$ cat config.mk
export PLATFORM = sky130hd
export DESIGN_NAME = vip_axi4_chk_fifo
export DESIGN_NICKNAME = d
export VERILOG_FILES = /design/src/rtl/vip_axi4_chk_fifo.sv
export SDC_FILE = /design/constraint.sdc
export NUM_CORES = 1
export LEC_CHECK = 0
export ABC_AREA = 0
export BUFFER_PORTS_ARGS = -buffer_cell sky130_fd_sc_hd__buf_4
export CAP_MARGIN = 20
export CORE_MARGIN = 4
export CORE_UTILIZATION = 35
export CTS_CLUSTER_SIZE = 8
export DETAILED_ROUTE_END_ITERATION = 7
export REMOVE_ABC_BUFFERS = 1
export SLEW_MARGIN = 25
export SYNTH_ARGS = -nofsm -noshare
export SYNTH_HDL_FRONTEND = slang
export SYNTH_SLANG_ARGS = --single-unit
export TNS_END_PERCENT = 20
$ cat constraint.sdc
create_clock -name clk -period 2.5 [get_ports clk]
set_input_delay 0.625 -clock clk [delete_from_list [all_inputs] [get_ports clk]]
set_output_delay 0.625 -clock clk [all_outputs]
set_load 0.02 [all_outputs]
$ cat src/rtl/vip_axi4_chk_fifo.sv
// Synchronous FIFO with full/empty/occupancy; a pop frees a slot for a same-cycle push.
module vip_axi4_chk_fifo #(
  parameter int WIDTH = 8,
  parameter int DEPTH = 8,
  localparam int AW = $clog2(DEPTH)
) (
  input  logic             clk,
  input  logic             rst_n,
  input  logic             push,
  input  logic             pop,
  input  logic [WIDTH-1:0] din,
  output logic [WIDTH-1:0] dout,
  output logic             full,
  output logic             empty,
  output logic [AW:0]      count
);

  logic [WIDTH-1:0] mem [DEPTH];
  logic [AW-1:0]    wptr;
  logic [AW-1:0]    rptr;
  logic             wr_en;
  logic             rd_en;

  assign empty = (count == '0);
  assign full  = (count == (AW+1)'(DEPTH));
  assign rd_en = pop && !empty;
  assign wr_en = push && (!full || rd_en);
  assign dout  = mem[rptr];

  always_ff @(posedge clk) begin
    if (!rst_n) begin
      wptr  <= '0;
      rptr  <= '0;
      count <= '0;
    end else begin
      if (wr_en) wptr <= wptr + 1'b1;
      if (rd_en) rptr <= rptr + 1'b1;
      count <= count + (AW+1)'(wr_en) - (AW+1)'(rd_en);
    end
  end

  always_ff @(posedge clk) begin
    if (wr_en) mem[wptr] <= din;
  end

endmodule

### Word level (Yosys, flattened, before mapping)

Memory sizes are Yosys's and may differ from the RTL's. A register that Yosys moved wholly into a read port is not among the register bits.
Cells that the tools add are included.

| operators by class | value |
|---|---|
| $add $sub $neg | 4 |
| eq/ne operators | 1 |
| mux-type cells | 4 |
| reduce and logical (&&, ||, !) cells | 6 |

Operator list:

| cell | count |
|---|---|
| $add A3 B1 Y3 const B | 2 |
| $mux W3 | 2 |
| $add A4 B1 Y4 | 1 |
| $eq A4 B4 Y1 const B | 1 |
| $logic_not A4 Y1 | 1 |
| $sub A4 B1 Y4 | 1 |
| $logic_and A1 B1 Y1 | 2 |
| $logic_not A1 Y1 | 2 |
| $mux W1 | 2 |
| $logic_or A1 B1 Y1 | 1 |

| storage, ports and cells | value |
|---|---|
| register bits | 10 |
| memory bits (writable) | 64 |
| logic and storage cells | 19 |
| memories kept | 1 |

Memories:

| memory | depth | bits a word | rd ports | clocked after memory_dff | write ports | line | RTL |
|---|---|---|---|---|---|---|---|
| mem | 8 | 8 | 1 | 1 | 1 | 18 | `logic [WIDTH-1:0] mem [DEPTH];` |

### Logic depth before layout (Yosys ltp)

Gate-level depths: netlist of run 1.

| logic depth | value |
|---|---|
| word-level depth | 7 |
| depth in mapped cells | 11 |

### Least setup slack after synthesis of run 1

No wires, ideal clock.

| timing path | value |
|---|---|
| path kind | register -> register |
| start | register count[2] |
| end | register count[2] |
| setup time | 115 ps |
| arrival time | 2593 ps |
| required time | 2385 ps |
| slack | -207 ps |
| cell stages (with the launch flop) | 12 |
| period minus slack after synthesis | 2707 ps |
| cell sequence | dfxtp_1 inv_1 ha_1 nor3b_1 nor2b_1 clkbuf_1 mux2i_1 ha_1 inv_1 fa_1 xnor2_1 and2_1 |

| between the ends | value |
|---|---|
| cells in the longest elaborated chain, start to end | 7 |
| elaborated cells on any way between the ends | 9 |
| those cells by class | add/sub: 2; eq/ne: 1; reduce/logical: 6 |

RTL lines:

| item | line | RTL |
|---|---|---|
| start, declared | 15 | `output logic [AW:0] count` |
| start signal, assigned | 38 | `count <= count + (AW+1)'(wr_en) - (AW+1)'(rd_en);` |
| $logic_not A4 Y1 (*) | 24 | `assign empty = (count == '0);` |
| named net empty | 14 | `output logic empty,` |
| $logic_not A1 Y1 (*) | 26 | `assign rd_en = pop && !empty;` |
| $logic_and A1 B1 Y1 (*) | 26 |  |
| $logic_or A1 B1 Y1 | 27 | `assign wr_en = push && (!full \|\| rd_en);` |
| $logic_and A1 B1 Y1 | 27 |  |
| $add A4 B1 Y4 | 38 |  |
| $sub A4 B1 Y4 (*) | 38 |  |

The timed path passes the listed nets; every way through them passes the cells marked *.
A chain may end at the register's enable or synchronous reset.

==> metrics.md, run 1 <==
| Metric | Value |
|---|---|
| CP arrival | 1.82 ns |
| Portion of netlist area occupied by mux cells | 17.0% |
| Hold violation total from the final report | 0 |
| Area enclosed by the die boundary | 0.0109 sq mm |
| Crit start category | register |
| Post-synthesis instance area | 0.00327 sq mm |
| Setup repair after global routing missed its margin | true |
| Min Hold Slack | 0.481 ns |
| Starting Density | 36.7% |
| First-iteration detailed-routing DRC count | 133 |
| Cell types occupying the most area after synthesis | edfxtp_1 59%, mux4_1 12%, dfxtp_1 8.0% |
| Post-Synth Adder-Cell Area | 3.29% |
| Width of the die | 105 um |
| Endpoints failing setup | 0 |
| Power per standard cell area | 961 mW/mm^2 |
| DRC violation count after routing | 0 |
| Cells after synthesis | 188 |
| Main combinational cell family by area after synthesis | multiplexers |
| Final Critical Period | 2.44 ns |
| Final-stage net count | 245 |
| Avg WL per Cell | 17.6 um |
| Detailed Place HPWL | 3.53 mm |
| Clock root cell | clkbuf_8 |
| Row count | 34 |
| Critical Path Sink Type | output port |
| Total of warnings raised by yosys | 0 |
| IO Port Bufs | 25 |
| Clock transition time at the flip-flop clock pins of the worst setup and hold paths | 0.07 ns |
| Share of Yosys cell area claimed by the top area cell type | 58.8% |
| Weighted congestion at the end of routability-driven global placement | 0.672 |
| Number of register bits inferred by synthesis | 77 |
| Area added between synthesis and finish | 17.7% |
| Most common flop cell mapped by yosys | edfxtp_1 |
| Worst-Skew Late Latency | 0.34 ns |
| Total of max-cap violations | 0 |
| Total number of clock tree sinks | 77 |
| H-tree depth | 3 |
| Number of pins exceeding their max-slew limit in the final report | 0 |
| Worst Skew | 0.00421 ns |
| Slew @ Worst Pin | 0.557 ns |
| Average cell area after synthesis | 17.4 sq um |
| Fin crit share | 97.6% |
| N_diodes | 0 |
| Total global routing track utilization | 11.4% |
| Cells after DPL | 321 |
| Setup bufs post-CTS | 0 |
| Max FO, Critical Path | 8 |
| Number of nets still failing antenna checks after routing | 0 |
| Height of the die | 105 um |
| IR drop worst, VDD | 568 uV |
| Ratio of routed vias to standard cells | 5.02 |
| Number of buffers inserted during clock tree synthesis | 9 |
| Layout Cells excl Fill | 338 |
| Leak | 1.32 nW |
| Pin count of the biggest net entering global routing | 22 |
| Number of flops mapped to enable cells by yosys | 64 |
| Pre-Repair DR Iteration Count | 4 |
| Register area share after synthesis | 66.8% |
| Remaining Overflow, GRT | 0 |
| # IOs | 26 |
| Maximum buffer depth of the clock tree | 2 |
| Wire length of the first global-routing pass | 9.40 mm |
| Total detailed-routing wirelength | 5.95 mm |
| Cell accounting for the most synthesized area | edfxtp_1 |
| Top-count cell post-synth | edfxtp_1 |
| Number of vias in the routed layout | 1697 |
| Complex-gate fraction of the synthesized area | 2.26% |
| Initial antenna violation count | 0 |
| Number of global-route vias before repair | 1724 |
| CORE AREA | 0.00889 sq mm |
| Final WS setup | 0.0595 ns |
| Clock tree from TritonCTS | built |
| Max-slew headroom | 62.8% |
| Fraction of synthesis flops using an asynchronous set or reset pin | 0% |
| Outcome | finished, final reports clean |
| Pre-CTS worst setup slack | 0.274 ns |
| Post-synth top cells | 64 x edfxtp_1, 15 x mux4_1, 14 x nand2_1 |
| Data required time at the worst endpoint | 1.88 ns |
| Number of distinct standard cells referenced by the synthesized netlist | 39 |
| Worst Setup Path Type | reg -> out |
| Fraction of synthesized cell area in xor and xnor cells | 0.268% |
| Share of cells above drive strength 1 | 34.8% |
| Hold WC Path Type | reg -> reg |
| Final Total Pwr | 3.70 mW |
| Area fraction in and, or, nand and nor cells after synthesis | 7.35% |
| Max Clk Rate | 410 MHz |
-- final cells by class --
cell class	count	area (sq um)
repair buffers	38	344
clock buffers	10	128
well taps	108	135
fillers	792	5050
clock inverters	6	71.3
multi-input cells	92	955
inverters	7	26.3
flip-flops and latches	77	2190
-- logic make-up after synthesis --
kind of cell    after synthesis
flops                        77
xor+xnor                      1
fa+ha+maj                     8
simple gates                 44
buf+inv                      19
compound gates               10
mux                          29
-- worst max-delay path, stage by stage (launching register included) --
cell	delay, ns
dfxtp_4	0.40
buf_12	0.15
mux4_2	0.50
mux2_2	0.29
buf_6	0.13
-- cell usage in the layout, fill, tap and decap left out, types with 2 or more instances in the layout --
master	count
and2_1	3
clkinv_4	2
ha_1	7
mux2_4	3
nand2_1	14
mux4_2	16
inv_1	7
clkinvlp_4	2
buf_4	29
mux2i_1	5
clkbuf_8	9
nand2b_1	4
nor3_1	8
o21ai_0	2
nor4_2	2
dfxtp_1	12
edfxtp_1	64
buf_6	7
nor2b_1	4
mux2_2	5
-- report_power, final --
| group | internal, mW | switching [mW] | total, mW | leakage [nW] |
|---|---|---|---|---|
| clock | 0.468 | 0.450 | 0.918 | 0.0931 |
| sequential | 1.54 | 0.115 | 1.66 | 0.688 |
| combinational | 0.589 | 0.531 | 1.12 | 0.542 |
| total | 2.60 | 1.10 | 3.70 | 1.32 |
-- state kept, by name (all words and copies together) (netlist names), named ones only --
register / count
count: 4
mem: 64
rptr: 3
wptr: 3
-- worst paths after layout --
| path | end | cells past startpoint | slack, ns | startpoint |
|---|---|---|---|---|
| worst max-delay path | dout[3] | 4 | 0.06 | register |
| worst min-delay path | register | 2 | 0.48 | rptr[1] |
| worst min register to register | register | 2 | 0.48 | rptr[1] |
| worst max register to register | count[2] | 10 | 0.28 | count[2] |
-- routing by layer --
layer	vias to the layer above	routed length, um	GRT usage [%]	part of all wire (%)
met5	-	0	0	0
met4	0	40	2.25	0.67
met3	4	295	4.56	5.0
met2	38	2860	17.9	48
met1	856	2760	15.3	46
li1	799	-	-	-
-- timing repair --
action | in CTS | in global routing
resized for setup | 3 | 25
endpoints found under the hold margin | 0 | 0
endpoints found under the setup margin | 8 | 8
cloned | 1 | 0
hold buffers | 0 | 0
-- metrics by stage --
| step | cell area (sq um) | util (%) | setup TNS [ns] |
|---|---|---|---|
| global placement | 3630 | 40.9 | 0 |
| finish | 3840 | 43.2 | 0 |
| CTS | 3860 | 43.5 | -0.0903 |
| detailed placement | 3630 | 40.9 | 0 |
| global route | 3840 | 43.2 | -0.0395 |
| floorplan | 3200 | - | -0.337 |
No activity file was read; power rests on OpenSTA's default activity.
==> run 2: changes to the inputs <==
--- a/config.mk
+++ b/config.mk
@@ -8,6 +8,7 @@
 export ABC_AREA = 0
 export BUFFER_PORTS_ARGS = -buffer_cell sky130_fd_sc_hd__buf_4
 export CAP_MARGIN = 20
+export CORE_ASPECT_RATIO = 1.25
 export CORE_MARGIN = 4
 export CORE_UTILIZATION = 35
 export CTS_CLUSTER_SIZE = 8
==> metrics.md, run 2 (synthesis gave the netlist of run 1 again) <==
| Metric | Value |
|---|---|
| Final-stage net count | 246 |
| Width of the die | 94.4 um |
| Weighted congestion at the end of routability-driven global placement | 0.727 |
| Max FO, Critical Path | 8 |
| Final WS setup | 0.0318 ns |
| Max-slew headroom | 68.0% |
| Worst Skew | 0.00333 ns |
| Clock transition time at the flip-flop clock pins of the worst setup and hold paths | 0.06 ns |
| Largest regs | mem x64, count x4 |
| Maximum buffer depth of the clock tree | 2 |
| Filler instances | 835 |
| Endpoints failing setup | 0 |
| Hold violation total from the final report | 0 |
| Number of pins exceeding their max-slew limit in the final report | 0 |
| Remaining Overflow, GRT | 0 |
| Worst-Skew Late Latency | 0.33 ns |
| Sum of met2 wire segment lengths after detailed routing | 2.99 mm |
| Total global routing track utilization | 11.7% |
| Worst Setup Path Type | reg -> out |
| Data required time at the worst endpoint | 1.88 ns |
| Number of buffers inserted during clock tree synthesis | 9 |
| Pin count of the biggest net entering global routing | 22 |
| CP arrival | 1.84 ns |
| Setup bufs post-CTS | 0 |
| Hold WC Path Type | reg -> reg |
| DRC violation count after routing | 0 |
| IO Port Bufs | 25 |
| Cell-by-cell trace of the critical path | buf_12, mux4_1, mux2_2, buf_4 |
| Final Critical Period | 2.47 ns |
| Area enclosed by the die boundary | 0.0110 sq mm |
| Most common cell after layout, fill and taps aside | edfxtp_1 |
| Power per standard cell area | 993 mW/mm^2 |
| Starting Density | 35.8% |
| Number of flip-flops in the largest register | 64 |
| R2R Setup Slk | 0.24 ns |
| Initial antenna violation count | 0 |
| # IOs | 26 |
| Ratio of routed vias to standard cells | 4.79 |
| Delay of the slowest critical-path stage | 0.54 ns |
| Number of global-route vias before repair | 1702 |
| Crit start category | register |
| N_diodes | 0 |
| IR drop worst, VDD | 398 uV |
| Critical-path top delay cell | mux4_1 |
| Max Clk Rate | 405 MHz |
| H-tree depth | 3 |
| Total negative slack | 0 ns |
| Number of vias in the routed layout | 1697 |
| Pre-Repair DR Iteration Count | 3 |
| Total detailed-routing wirelength | 5.70 mm |
| Number of nets still failing antenna checks after routing | 0 |
| Clock tree from TritonCTS | built |
| Total number of clock tree sinks | 77 |
| Wire length on met3 | 201 um |
| Commonest cells after routing, fill and taps aside | 64 x edfxtp_1, 37 x buf_4, 14 x nand2_1 |
| Row count | 39 |
| Total of max-cap violations | 0 |
| Leak | 1.40 nW |
| Setup repair after global routing missed its margin | true |
| First-iteration detailed-routing DRC count | 63 |
| Highest routing layer actually used | met4 |
| Avg WL per Cell | 16.1 um |
| Slew @ Worst Pin | 0.480 ns |
| Clock root cell | clkbuf_16 |
| CORE AREA | 0.00913 sq mm |
| Min Hold Slack | 0.488 ns |
| Fin crit share | 98.7% |
| Detailed Place HPWL | 3.57 mm |
| Largest delay share family, worst path | multiplexers |
| Largest Register | mem |
| Share of cells above drive strength 1 | 29.9% |
| Wire length of the first global-routing pass | 9.12 mm |
| Area added between synthesis and finish | 21.7% |
| Height of the die | 116 um |
| Outcome | finished, final reports clean |
| Pre-CTS worst setup slack | 0.264 ns |
| Metal1 wirelength | 2.40 mm |
| Buf+Inv Stages, Crit Path | 2 |
| Critical Path Sink Type | output port |
[run 2: metal layers]
layer / track usage, % / up-vias
met3: 3.44 / 6
li1: - / 819
met5: 0 / -
met1: 14.1 / 843
met4: 5.78 / 0
met2: 19.2 / 29
[run 2: stage by stage]
stage          power (mW)  utilization [%]  area, sq um  std cells
2_1_floorplan        2.29                -         3200        176
3_3_place_gp         2.69             40.1         3660        337
3_5_place_dp         2.71             40.1         3660        337
4_1_cts              3.99             43.6         3980        354
5_1_grt              4.16             43.6         3980        354
6_report             3.95             43.6         3980        354
[run 2: final timing paths]
kind,from,end,cells past startpoint
setup reg to reg,count[2],count[2],10
hold reg to reg,rptr[1],register,2
setup / recovery,register,dout[5],4
hold / removal,rptr[1],register,2
[run 2: worst reg2reg max path, stage by stage (launching register included)]
cell and delay [ns]:
dfxtp_1 0.31, inv_1 0.10, ha_1 0.18, nor3b_1 0.37, nor2b_1 0.13, mux2i_1 0.17, ha_1 0.19, inv_1 0.06
fa_1 0.37, xnor2_1 0.13, and2_1 0.15
[run 2: area by class of cell]
| type | instances | area (sq um) | area share (%) |
|---|---|---|---|
| Sequential cell | 77 | 2190 | 55.0 |
| Tap cell | 123 | 154 | 3.87 |
| Clock buffer | 10 | 229 | 5.76 |
| Clock inverter | 6 | 63.8 | 1.60 |
| Inverter | 7 | 26.3 | 0.661 |
| Timing Repair Buffer | 39 | 325 | 8.18 |
| Multi-Input combinational cell | 92 | 992 | 25.0 |
[run 2: repair_timing]
| action | in CTS | in global routing |
|---|---|---|
| gates cloned | 1 | 0 |
| resized for setup | 5 | 2 |
| setup endpoints to repair | 4 | 5 |
| hold buffers | 0 | 0 |
[run 2: where the power goes]
| part | total, mW | switching, mW | internal, mW |
|---|---|---|---|
| Clock | 1.24 | 0.473 | 0.770 |
| Combinational | 1.05 | 0.506 | 0.541 |
| Sequential | 1.66 | 0.110 | 1.55 |
| Total | 3.95 | 1.09 | 2.86 |
==> run 3: changes to the inputs <==
--- a/config.mk
+++ b/config.mk
@@ -13,7 +13,6 @@
 export CORE_UTILIZATION = 35
 export CTS_CLUSTER_SIZE = 8
 export DETAILED_ROUTE_END_ITERATION = 7
-export REMOVE_ABC_BUFFERS = 1
 export SLEW_MARGIN = 25
 export SYNTH_ARGS = -nofsm -noshare
 export SYNTH_HDL_FRONTEND = slang
==> metrics.md, run 3 (synthesis gave the netlist of run 1 again) <==
| Metric | Value |
|---|---|
| Number of nets still failing antenna checks after routing | 0 |
| Largest Register | mem |
| Post-synthesis net count | 208 |
| Remaining Overflow, GRT | 0 |
| Clock root cell | clkbuf_16 |
| CP Depth | 4 |
| Largest regs | mem x64, count x4 |
| Detailed Place HPWL | 3.71 mm |
| Endpoints failing setup | 0 |
| Post-layout instance area | 0.00396 sq mm |
| Hold WC Path Type | reg -> reg |
| Crit start category | register |
| Number of flip-flops in the largest register | 64 |
| Pin count of the biggest net entering global routing | 22 |
| Critical Path Sink Type | output port |
| Starting Density | 35.8% |
| Worst Skew | 0.00433 ns |
| Total negative slack | 0 ns |
| Critical-path top delay cell | mux4_1 |
| Total number of clock tree sinks | 77 |
| CORE AREA | 0.00913 sq mm |
| Placement Cell Area | 0.00366 sq mm |
| Net switching power of the design | 1.09 mW |
| Sum of met2 wire segment lengths after detailed routing | 2.93 mm |
| Part of the total power dissipated in the clock network | 31.0% |
| N_diodes | 0 |
| Worst Setup Path Type | reg -> out |
| Min Hold Slack | 0.491 ns |
| DRC violation count after routing | 0 |
| Row count | 39 |
| Setup bufs post-CTS | 0 |
| Max FO, Critical Path | 8 |
| Part of the power in combinational logic | 27.0% |
| Area added between synthesis and finish | 21.1% |
| CP arrival | 1.84 ns |
| Total detailed-routing wirelength | 5.92 mm |
| Final Total Pwr | 3.94 mW |
| Weighted congestion at the end of routability-driven global placement | 0.702 |
| Max Clk Rate | 405 MHz |
| Highest routing layer actually used | met4 |
| Total global routing track utilization | 11.7% |
| Internal power | 2.85 mW |
| Share of cells above drive strength 1 | 30.3% |
| Ratio of routed vias to standard cells | 4.89 |
| Worst-Skew Late Latency | 0.33 ns |
| Count of cells along the worst hold path | 2 |
| Largest delay share family, worst path | multiplexers |
| Area of all sequential standard cells | 0.00219 sq mm |
| Buf+Inv Stages, Crit Path | 2 |
| Number of buffers inserted during clock tree synthesis | 9 |
| Number of pins exceeding their max-slew limit in the final report | 0 |
| Width of the die | 94.4 um |
| Sequential fraction of design power | 42.0% |
| Sw Share | 27.6% |
| Initial antenna violation count | 0 |
| Pre-Repair DR Iteration Count | 4 |
| First-iteration detailed-routing DRC count | 47 |
| Total of max-cap violations | 0 |
| Delay of the slowest critical-path stage | 0.55 ns |
| Final-stage net count | 246 |
| Height of the die | 116 um |
| Outcome | finished, final reports clean |
| Setup repair after global routing missed its margin | true |
| Number of global-route vias before repair | 1735 |
| Hold violation total from the final report | 0 |
| Power per standard cell area | 995 mW/mm^2 |
| Wire length of the first global-routing pass | 9.21 mm |
| Clock transition time at the flip-flop clock pins of the worst setup and hold paths | 0.06 ns |
| Avg WL per Cell | 16.7 um |
| Number of vias in the routed layout | 1731 |
| Metal1 wirelength | 2.59 mm |
| H-tree depth | 3 |
| Area enclosed by the die boundary | 0.0110 sq mm |
| IO Port Bufs | 25 |
| Final Critical Period | 2.47 ns |
| Origin of the worst min-delay path | rptr[1] |
| # IOs | 26 |
| Clock tree from TritonCTS | built |
| Cell-by-cell trace of the critical path | buf_12, mux4_1, mux2_2, buf_4 |
| Leak | 1.38 nW |
| Most common cell after layout, fill and taps aside | edfxtp_1 |
| Cell depth of the worst flop-to-flop path | 10 |
| Maximum buffer depth of the clock tree | 2 |
| Fin crit share | 98.8% |
| Commonest cells after routing, fill and taps aside | 64 x edfxtp_1, 37 x buf_4, 14 x nand2_1 |
| Area taken by multi-input logic gates | 982 sq um |
| IR drop worst, VDD | 501 uV |
| Wire length on met3 | 293 um |
| Data required time at the worst endpoint | 1.88 ns |
| Worst reg2reg startpoint | count[2] |
| Slew @ Worst Pin | 0.479 ns |
| Filler instances | 832 |
| Max-slew headroom | 68.0% |
[run 3: cell types whose count changed in the layout (fill, tap and decap cells not counted)]
cell and change:
mux2_2 +1, clkinv_4 -1, mux4_2 +3, nor3b_1 -1
clkinvlp_4 -1, mux2_4 -1, clkinv_2 -1, clkinv_1 +3
mux4_1 -3, nor3b_2 +1
[run 3: cell type report]
class	instances	area share [%]
Tap cell	123	3.89
Clock inverter	6	1.36
Sequential cell	77	55.2
Multi-Input combinational cell	92	24.8
Clock buffer	10	5.79
Timing Repair Buffer	39	8.22
Inverter	7	0.664
[run 3: power by group through the flow]
stage / registers (mW) / logic, mW / clock network (mW)
after floorplan: 1.65 / 0.692 / 0
after detailed placement: 1.67 / 1.05 / 0
after CTS: 1.66 / 1.08 / 1.26
after global placement: 1.67 / 1.03 / 0
after global routing: 1.67 / 1.17 / 1.31
final: 1.65 / 1.06 / 1.22
[run 3: path summary, 6_finish.rpt]
kind / end / slack, ns
max: dout[6] / 0.03
min: register / 0.49
max reg2reg: count[2] / 0.24
min reg2reg: register / 0.49
[run 3: worst reg2reg max path, stage by stage (launching register included)]
cell and delay [ns]:
dfxtp_1 0.33, inv_1 0.08, ha_1 0.21, nor3b_2 0.18
nor2b_1 0.22, mux2i_1 0.22, ha_1 0.19, inv_1 0.06
fa_1 0.38, xnor2_1 0.14, and2_1 0.15
[run 3: per-stage QoR]
step           utilization [%]  setup WS, ns  std cells
5_1_grt                   43.4       -0.0287        354
3_3_place_gp              40.2         0.237        337
4_1_cts                   43.5      -0.00796        354
6_report                  43.4        0.0311        354
2_1_floorplan                -        0.0161        188
3_5_place_dp              40.2         0.236        337
[run 3: timing repair]
item | in CTS | in global routing
resized for setup | 5 | 4
cloned | 1 | 0
endpoints found under the setup margin | 6 | 7
hold buffers | 0 | 0
[run 3: routing by layer]
layer	vias to the layer above	track usage, %
met5	-	0
met1	866	15.1
met4	0	5.20
li1	813	-
met2	41	18.4
met3	11	3.51
